$ cat config.mk
export PLATFORM = sky130hd
export DESIGN_NAME = ps2_host_tx
export DESIGN_NICKNAME = d
export VERILOG_FILES = /design/src/rtl/ps2_pkg.sv /design/src/rtl/ps2_line_filter.sv /design/src/rtl/ps2_host_tx.sv
export SDC_FILE = /design/constraint.sdc
export NUM_CORES = 1
export LEC_CHECK = 0
export ABC_AREA = 1
export BUFFER_PORTS_ARGS = -buffer_cell sky130_fd_sc_hd__clkbuf_2
export CAP_MARGIN = 20
export CELL_PAD_IN_SITES_DETAIL_PLACEMENT = 0
export CELL_PAD_IN_SITES_GLOBAL_PLACEMENT = 1
export CORE_MARGIN = 8
export CORE_UTILIZATION = 41
export DETAILED_ROUTE_END_ITERATION = 6
export PLACE_DENSITY = 0.71
export REMOVE_ABC_BUFFERS = 1
export SKIP_CTS_REPAIR_TIMING = 1
export SLEW_MARGIN = 20
export SYNTH_ARGS = -nofsm -noshare
export SYNTH_HDL_FRONTEND = slang
export SYNTH_SLANG_ARGS = --single-unit
$ cat constraint.sdc
create_clock -name clk -period 3.13 [get_ports clk]
set_input_delay 0.1565 -clock clk [delete_from_list [all_inputs] [get_ports clk]]
set_output_delay 0.1565 -clock clk [all_outputs]
set_load 0.03 [all_outputs]
$ cat src/rtl/ps2_pkg.sv
// Shared PS/2 definitions: transmitter states, command bytes and default timing.
// Imported by the host transmitter and the keyboard receive path.
package ps2_pkg;

    typedef enum logic [2:0] {
        IDLE,
        INHIBIT,
        START,
        SEND,
        ACK,
        WAIT_IDLE
    } ps2_tx_state_e;

    localparam logic [7:0] PS2_CMD_SET_LEDS = 8'hED;
    localparam logic [7:0] PS2_CMD_RESET    = 8'hFF;
    localparam logic [7:0] PS2_RSP_ACK      = 8'hFA;

    // 75 MHz: 100 us inhibit, 15 ms device clock watchdog
    localparam int PS2_INHIBIT_CYCLES = 7500;
    localparam int PS2_TIMEOUT_CYCLES = 1125000;
    localparam int PS2_FILTER_LEN     = 8;

    function automatic int ps2_max(input int a, input int b);
        return (a > b) ? a : b;
    endfunction

endpackage

$ cat src/rtl/ps2_line_filter.sv
// PS/2 line conditioner: 2-FF synchronizer then a FILTER_LEN-sample stability filter.
// Level changes appear 2+FILTER_LEN cycles after the pin; no backpressure.
module ps2_line_filter #(
    parameter int FILTER_LEN = 8
) (
    input  logic clk_i,
    input  logic reset_ni,
    input  logic line_i,
    output logic level_o
);

    localparam int CW = (FILTER_LEN > 1) ? $clog2(FILTER_LEN) : 1;

    logic [1:0]    sync_q;
    logic          level_q;
    logic [CW-1:0] cnt_q;

    always_ff @(posedge clk_i or negedge reset_ni) begin
        if (!reset_ni) begin
            sync_q  <= 2'b11;
            level_q <= 1'b1;
            cnt_q   <= '0;
        end else begin
            sync_q <= {sync_q[0], line_i};
            // any sample matching the current level restarts the run
            if (sync_q[1] == level_q) begin
                cnt_q <= '0;
            end else if (cnt_q == CW'(FILTER_LEN - 1)) begin
                level_q <= sync_q[1];
                cnt_q   <= '0;
            end else begin
                cnt_q <= cnt_q + CW'(1);
            end
        end
    end

    assign level_o = level_q;

endmodule

$ cat src/rtl/ps2_host_tx.sv
// Host-to-device PS/2 byte transmitter driving open-collector clock/data via output enables.
// Accepts on tx_valid && tx_ready (IDLE only); requests while busy are dropped, frame ends in tx_done or tx_error.
module ps2_host_tx
    import ps2_pkg::*;
#(
    parameter int INHIBIT_CYCLES = PS2_INHIBIT_CYCLES,
    parameter int TIMEOUT_CYCLES = PS2_TIMEOUT_CYCLES,
    parameter int FILTER_LEN     = PS2_FILTER_LEN
) (
    input  logic       clk,
    input  logic       reset,
    input  logic       tx_valid,
    input  logic [7:0] tx_data,
    output logic       tx_ready,
    output logic       tx_busy,
    output logic       tx_done,
    output logic       tx_error,
    input  logic       ps2_clk_in,
    input  logic       ps2_dat_in,
    output logic       ps2_clk_oe,
    output logic       ps2_dat_oe
);

    localparam int CW = $clog2(ps2_max(INHIBIT_CYCLES, TIMEOUT_CYCLES) + 1);
    localparam logic [CW-1:0] INH_LOAD = CW'(INHIBIT_CYCLES - 1);
    localparam logic [CW-1:0] WD_LOAD  = CW'(TIMEOUT_CYCLES - 1);

    ps2_tx_state_e state_q, state_d;
    logic [CW-1:0] cnt_q, cnt_d;
    logic [3:0]    bit_idx_q, bit_idx_d;
    logic [7:0]    data_q, data_d;
    logic          par_q, par_d;
    logic          ok_q, ok_d;
    logic          clk_oe_q, clk_oe_d;
    logic          dat_oe_q, dat_oe_d;
    logic          done_q, done_d;
    logic          err_q, err_d;
    logic          ready_q, ready_d;
    logic          busy_q, busy_d;
    logic          clk_prev_q;

    logic clk_lvl, dat_lvl, clk_fall, wd_expired;

    ps2_line_filter #(.FILTER_LEN(FILTER_LEN)) u_clk_filt (
        .clk_i    (clk),
        .reset_ni (reset),
        .line_i   (ps2_clk_in),
        .level_o  (clk_lvl)
    );

    ps2_line_filter #(.FILTER_LEN(FILTER_LEN)) u_dat_filt (
        .clk_i    (clk),
        .reset_ni (reset),
        .line_i   (ps2_dat_in),
        .level_o  (dat_lvl)
    );

    assign clk_fall   = clk_prev_q & ~clk_lvl;
    assign wd_expired = ~clk_fall & (cnt_q == '0);

    always_comb begin
        state_d   = state_q;
        cnt_d     = cnt_q;
        bit_idx_d = bit_idx_q;
        data_d    = data_q;
        par_d     = par_q;
        ok_d      = ok_q;
        clk_oe_d  = clk_oe_q;
        dat_oe_d  = dat_oe_q;
        done_d    = 1'b0;
        err_d     = 1'b0;

        case (state_q)
            IDLE: begin
                if (tx_valid && ready_q) begin
                    data_d   = tx_data;
                    par_d    = ~^tx_data;
                    cnt_d    = INH_LOAD;
                    clk_oe_d = 1'b1;
                    state_d  = INHIBIT;
                end
            end
            INHIBIT: begin
                // device clock edges are meaningless while we hold the clock low
                if (cnt_q == '0) begin
                    dat_oe_d = 1'b1;
                    state_d  = START;
                end else begin
                    cnt_d = cnt_q - CW'(1);
                end
            end
            START: begin
                clk_oe_d  = 1'b0;
                bit_idx_d = 4'd0;
                cnt_d     = WD_LOAD;
                state_d   = SEND;
            end
            SEND, ACK, WAIT_IDLE: begin
                if (clk_fall) begin
                    cnt_d = WD_LOAD;
                end else if (cnt_q != '0) begin
                    cnt_d = cnt_q - CW'(1);
                end

                if (state_q == WAIT_IDLE && clk_lvl && dat_lvl) begin
                    done_d  = ok_q;
                    err_d   = ~ok_q;
                    state_d = IDLE;
                end else if (wd_expired) begin
                    clk_oe_d = 1'b0;
                    dat_oe_d = 1'b0;
                    err_d    = 1'b1;
                    state_d  = IDLE;
                end else if (clk_fall) begin
                    if (state_q == SEND) begin
                        bit_idx_d = bit_idx_q + 4'd1;
                        if (bit_idx_q < 4'd8) begin
                            dat_oe_d = ~data_q[bit_idx_q[2:0]];
                        end else if (bit_idx_q == 4'd8) begin
                            dat_oe_d = ~par_q;
                        end else begin
                            dat_oe_d = 1'b0;
                            state_d  = ACK;
                        end
                    end else if (state_q == ACK) begin
                        ok_d    = ~dat_lvl;
                        state_d = WAIT_IDLE;
                    end
                end
            end
            default: begin
                clk_oe_d = 1'b0;
                dat_oe_d = 1'b0;
                state_d  = IDLE;
            end
        endcase

        ready_d = (state_d == IDLE);
        busy_d  = (state_d != IDLE);
    end

    always_ff @(posedge clk or negedge reset) begin
        if (!reset) begin
            state_q    <= IDLE;
            cnt_q      <= '0;
            bit_idx_q  <= 4'd0;
            data_q     <= 8'd0;
            par_q      <= 1'b0;
            ok_q       <= 1'b0;
            clk_oe_q   <= 1'b0;
            dat_oe_q   <= 1'b0;
            done_q     <= 1'b0;
            err_q      <= 1'b0;
            ready_q    <= 1'b1;
            busy_q     <= 1'b0;
            clk_prev_q <= 1'b1;
        end else begin
            state_q    <= state_d;
            cnt_q      <= cnt_d;
            bit_idx_q  <= bit_idx_d;
            data_q     <= data_d;
            par_q      <= par_d;
            ok_q       <= ok_d;
            clk_oe_q   <= clk_oe_d;
            dat_oe_q   <= dat_oe_d;
            done_q     <= done_d;
            err_q      <= err_d;
            ready_q    <= ready_d;
            busy_q     <= busy_d;
            clk_prev_q <= clk_lvl;
        end
    end

    assign tx_ready   = ready_q;
    assign tx_busy    = busy_q;
    assign tx_done    = done_q;
    assign tx_error   = err_q;
    assign ps2_clk_oe = clk_oe_q;
    assign ps2_dat_oe = dat_oe_q;

endmodule

# After elaboration in Yosys (flattened, before gate mapping)
# Cells that the tools add are included.
[totals]
regBits = 57
latch_bits = 0
ramBits = 0
mem_bits_ro = 0
input_bits = 13
word_cells = 125
memories = 0
[classes]
add_sub_neg = 4
multipliers = 0
div = 0
order_cmp = 2
eq_ne = 21
shifts = 0
mux = 43
bitwise_logic = 15
reduce_logical = 21
[ops]
columns = ["op", "count"]
rows = [
  ["21-bit two-way mux", 4],
  ["21-bit case mux with 4 select lines", 1],
  ["3-bit two-way mux", 13],
  ["21-bit zero test", 1],
  ["21-bit nonzero test", 1],
  ["21-bit by 1-bit subtractor with 21-bit output (second input constant)", 1],
  ["1-bit two-way mux", 16],
  ["4-bit two-way mux", 4],
  ["2-bit != test (second input constant)", 8],
  ["1-bit NOT", 13],
  ["3-bit == test (second input constant)", 4],
  ["3-bit case mux with 4 select lines", 1],
  ["5-bit AND reduction", 2],
  ["3-bit != test (second input constant)", 3],
  ["4-bit case mux with 2 select lines", 1],
  ["4-bit AND reduction", 2],
  ["8-bit XNOR reduction", 1],
  ["3-bit by 1-bit adder with 3-bit output (second input constant)", 2],
  ["3-bit by 2-bit == test with 1-bit output (second input constant)", 2],
  ["3-bit zero test", 2],
  ["1-bit case mux with 3 select lines", 2],
  ["2-bit AND reduction", 3],
  ["6-bit AND reduction", 1],
  ["4-bit by 1-bit adder with 4-bit output (second input constant)", 1],
  ["other kinds (13)", 17],
]

# Longest topological paths before layout
[logic_depth]
ltp_word = 9
mapped_depth = 12
depth_no_buf = 11

# Hierarchy
# Synthesis repeated with hierarchy kept, for this count alone.
[unflattened]
hier_cells = 433
hier_area_um2 = 3236.9
[modules_own_cells]
columns = ["mod", "instances", "cells_each", "area_each_um2"]
rows = [
  ["ps2_host_tx", 1, 391, 2773.9],
  ["ps2_line_filter", 2, 21, 231.5],
]

# Least setup slack after synthesis
# No wires, ideal clock.
[synth_timing]
path_kind = "flip-flop to flip-flop"
startpoint = "reg cnt_q[0]"
endpoint = "reg cnt_q[6]"
setup_ns = 0.119
arrival_time_ns = 1.531
required_time_ns = 3.011
path_slack_ns = 1.480
stages_incl_launch_ff = 13
path_buffers = 1
path_cell_list = "dfrtp_1 > inv_1 > ha_1 > nand2_2 > nor2_4 > nand2_2 > clkinv_2 > nand3_4 > nand2_4 > inv_4 > buf_6 > nor2_2 > nor2_1"
[synth_via]
elab_chain_cells = 4
[synth_rtl]
columns = ["element", "line_no", "text"]
rows = [
  ["start, declared", "ps2_host_tx.sv:29", "logic [CW-1:0] cnt_q, cnt_d;"],
  ["start signal, assigned", "ps2_host_tx.sv:159", "cnt_q <= cnt_d;"],
  ["21-bit by 1-bit subtractor with 21-bit output", "ps2_host_tx.sv:89, ps2_host_tx.sv:102", ""],
  ["21-bit two-way mux", "ps2_host_tx.sv:101", "end else if (cnt_q != '0) begin"],
  ["21-bit two-way mux", "ps2_host_tx.sv:99", "if (clk_fall) begin"],
  ["21-bit case mux with 4 select lines", "ps2_host_tx.sv:73", "case (state_q)"],
]
# Several ways; a longest one is shown, not always the timed one. The select of a mux whose other input is x is not followed.
# A chain may end at the register's enable or synchronous reset.

# Worst setup path in the final report
[layout_timing]
startpoint = "reg cnt_q[0]"
endpoint = "reg cnt_q[4]"
# The elaborated chain is that of the path after synthesis.

==> results.py <==
metrics = {
    "run_status": {
        "outcome": "finished, violations left",
        "violations": "hold timing",
    },
    "detailed_routing": {
        "routed_wl_um": 7185,
        "vias": 2594,
        "avgRoutedWirePerCell_um": 13.26,
        "drcViolationCount": 0,
        "ant_nets": 0,
        "drt-initial-drc-count": 68,
        "via_per_inst": 4.786,
        "drt_first_pass_iters": 4,
    },
    "clock_tree": {
        "cts.clk_slew.worst_paths_ns": 0.07,
        "clk_root_buffer_cell": "clkbuf_8",
        "cts_tree": "yes",
        "cts_buffers": 9,
        "clkLatencyLatePin_ns": 0.34,
        "cts_buffer_depth": 2,
        "htree_levels": 3,
        "cts.sink_count": 57,
    },
    "placement": {
        "gp_congestion": 0.8117,
        "port-buffer-count": 18,
        "dp_cells": 524,
        "place_ws_ns": 1.232,
        "dp_hpwl_um": 5306,
    },
    "floorplanning": {
        "core-area_um2": 7647,
        "fp.dieH_um": 104.4,
        "rows": 32,
        "start_util": 0.4192,
        "num_io_pins": 19,
        "die_x_um": 104.4,
        "die_area_um2": 10900,
    },
    "layout": {
        "nNetsFinal": 455,
        "layout-drive-gt1-share": 0.1750,
        "layout.cells.non_filler": 542,
        "diodes": 0,
        "area_delta_synth_final_pct": 12.88,
        "utilization": 0.4732,
    },
    "synth": {
        "ys_ff_latch": 57,
        "synth.distinct_cells": 32,
        "synthArstFlopShare": 1.000,
        "synth-seq-area-share": 0.4481,
        "avgSynthCellArea_um2": 7.896,
        "synthFlopType": "dfrtp_1",
        "synth_area_um2": 3206,
        "synth_cells": 406,
        "ys_warn_count": 0,
        "synth_edf_count": 0,
    },
    "global_route": {
        "grt.overflow.total": 0,
        "grt_pass1_vias": 2660,
        "grt_usage": 0.1428,
        "grt_max_degree": 58,
        "antenna_found_initial": 0,
        "grt_pass1_wl_um": 12700,
    },
    "power_and_ir_drop": {
        "powerDensity_nw_per_um2": 458.2,
        "power_frac_comb": 0.090,
        "switchingPower_uw": 433.7,
        "leakagePower_uw": 0.001817,
        "power.internal_uw": 1224,
        "p_clk_frac": 0.412,
        "pwr-share-seq": 0.498,
        "peakVddDrop_mv": 0.3079,
        "swShare": 0.2616,
    },
    "sta": {
        "period_needed_ns": 1.909,
        "rsz0062_at_grt": "false",
        "tns_ns": 0,
        "worst_slew_pin_slew_ns": 0.7317,
        "final-max-slew-violation-count": 0,
        "fmax_mhz": 524.0,
        "finalHoldViolations": 49,
        "whs_ns": -0.03362,
        "skew_ns": 0.009122,
        "finalSetupViolCount": 0,
        "worst_slack_ns": 1.221,
        "slew_headroom": 0.5122,
        "finalCritPeriodShare": 0.6098,
    },
    "critical_path": {
        "end_kind": "register",
        "cp_max_fo": 17,
        "arrival_ns": 2.13,
        "critical_path_class": "reg2reg",
        "required_ns": 3.35,
        "start_kind": "register",
    },
    "job": {
        "max_cap_violations": 0,
    },
    "hold_path": {
        "hold_path.class": "in2async",
    },
}
routing by layer:
| layer | up-vias | GRT usage | part of all wire |
|---|---|---|---|
| li1 | 1354 | - | - |
| met1 | 1199 | 0.1800 | 0.48 |
| met2 | 30 | 0.2281 | 0.47 |
| met3 | 11 | 0.03841 | 0.031 |
| met4 | 0 | 0.05171 | 0.014 |
| met5 | - | 0 | 0 |
layout make-up:
type / count / area (um^2)
clock buffer: 9 / 123.9
tap: 102 / 127.6
clock inverter: 7 / 71.32
inverter: 50 / 191.4
sequential: 57 / 1436
multi-input combinational: 296 / 1550
timing repair buffer: 21 / 117.6
fill: 769 / 4029
logic make-up (layout without fill, tap and decap cells):
group           count (synthesis)  in the layout  share of synthesized area
simple gates                  226            226                     0.3138
flops                          57             57                     0.4481
buf+inv                        53             87                    0.06831
compound gates                 38             38                    0.06713
xor+xnor                       16             16                    0.04372
mux                             9              9                    0.03162
fa+ha+maj                       7              7                    0.02732
flip-flops by register name (all words and copies together) (netlist names), 2 cells and up:
| name | cells |
|---|---|
| u_clk_filt.cnt_q | 3 |
| u_clk_filt.sync_q | 2 |
| state_q | 3 |
| u_dat_filt.cnt_q | 3 |
| bit_idx_q | 4 |
| cnt_q | 21 |
| u_dat_filt.sync_q | 2 |
| data_q | 8 |
layout by cell type, fill, tap and decap left out, drive strengths merged, types with 8 or more instances in the layout:
cell type,Yosys,layout
nor2,61,61
o21ai,22,22
dfstp,8,8
nand2,110,110
clkbuf,0,27
a21oi,12,12
xnor2,9,9
inv,49,49
mux2,9,9
dfrtp,49,49
nand3,40,40
synthesized netlist by cell type, types with 4 or more instances:
master | count | area (um^2)
a21oi_1 | 12 | 60.06
dfrtp_1 | 49 | 1226
dfstp_2 | 8 | 210.2
ha_1 | 7 | 87.58
inv_1 | 46 | 172.7
mux2_2 | 9 | 101.4
nand2_1 | 105 | 394.1
nand2_2 | 4 | 25.02
nand3_1 | 37 | 185.2
nand4_1 | 6 | 37.54
nor2_1 | 53 | 198.9
nor2_2 | 6 | 37.54
nor3_1 | 4 | 20.02
o21ai_0 | 15 | 75.07
o21ai_2 | 4 | 35.03
xnor2_1 | 9 | 78.83
xor2_1 | 7 | 61.31
critical path: stages (launching register included):
cell	delay, ns
dfrtp_1	0.36
inv_1	0.11
ha_1	0.21
nand2_2	0.11
nor2_4	0.19
nand2_2	0.09
clkinv_2	0.07
nand3_4	0.11
nand2_4	0.21
inv_4	0.13
o21ai_0	0.12
o21ai_2	0.08
worst paths after layout:
kind	startpoint	to	slack, ns	cells after the start
min	reset	cnt_q[2]$_DFFE_PN0P_	-0.03	2
max	cnt_q[0]$_DFFE_PN0P_	cnt_q[4]$_DFFE_PN0P_	1.22	11
min in group clk	tx_data[6]	data_q[6]$_DFFE_PN0P_	0.08	2
min reg2reg	u_clk_filt.sync_q[0]$_DFF_PN1_	u_clk_filt.sync_q[1]$_DFF_PN1_	0.36	0
max reg2reg	cnt_q[0]$_DFFE_PN0P_	cnt_q[4]$_DFFE_PN0P_	1.22	11
max in group asynchronous	reset	cnt_q[18]$_DFFE_PN0P_	2.68	2
through the flow:
step,hold slack (ns),total power [uW],cell area (um^2)
global route,0.03272,1744,3618
global placement,0.2450,986.7,3403
CTS,-0.1242,1689,3598
detailed placement,0.2454,992.0,3403
floorplan,-0.1391,935.8,3178
finish,-0.03362,1658,3618
power groups by stage:
stage / sequential (uW) / clock, uW / combinational, uW
finish: 826 / 682 / 149
global route: 833 / 737 / 174
CTS: 827 / 709 / 153
detailed placement: 840 / 0 / 152
global placement: 838 / 0 / 148
floorplan: 834 / 0 / 102
Power figures use the tool's default switching activity.
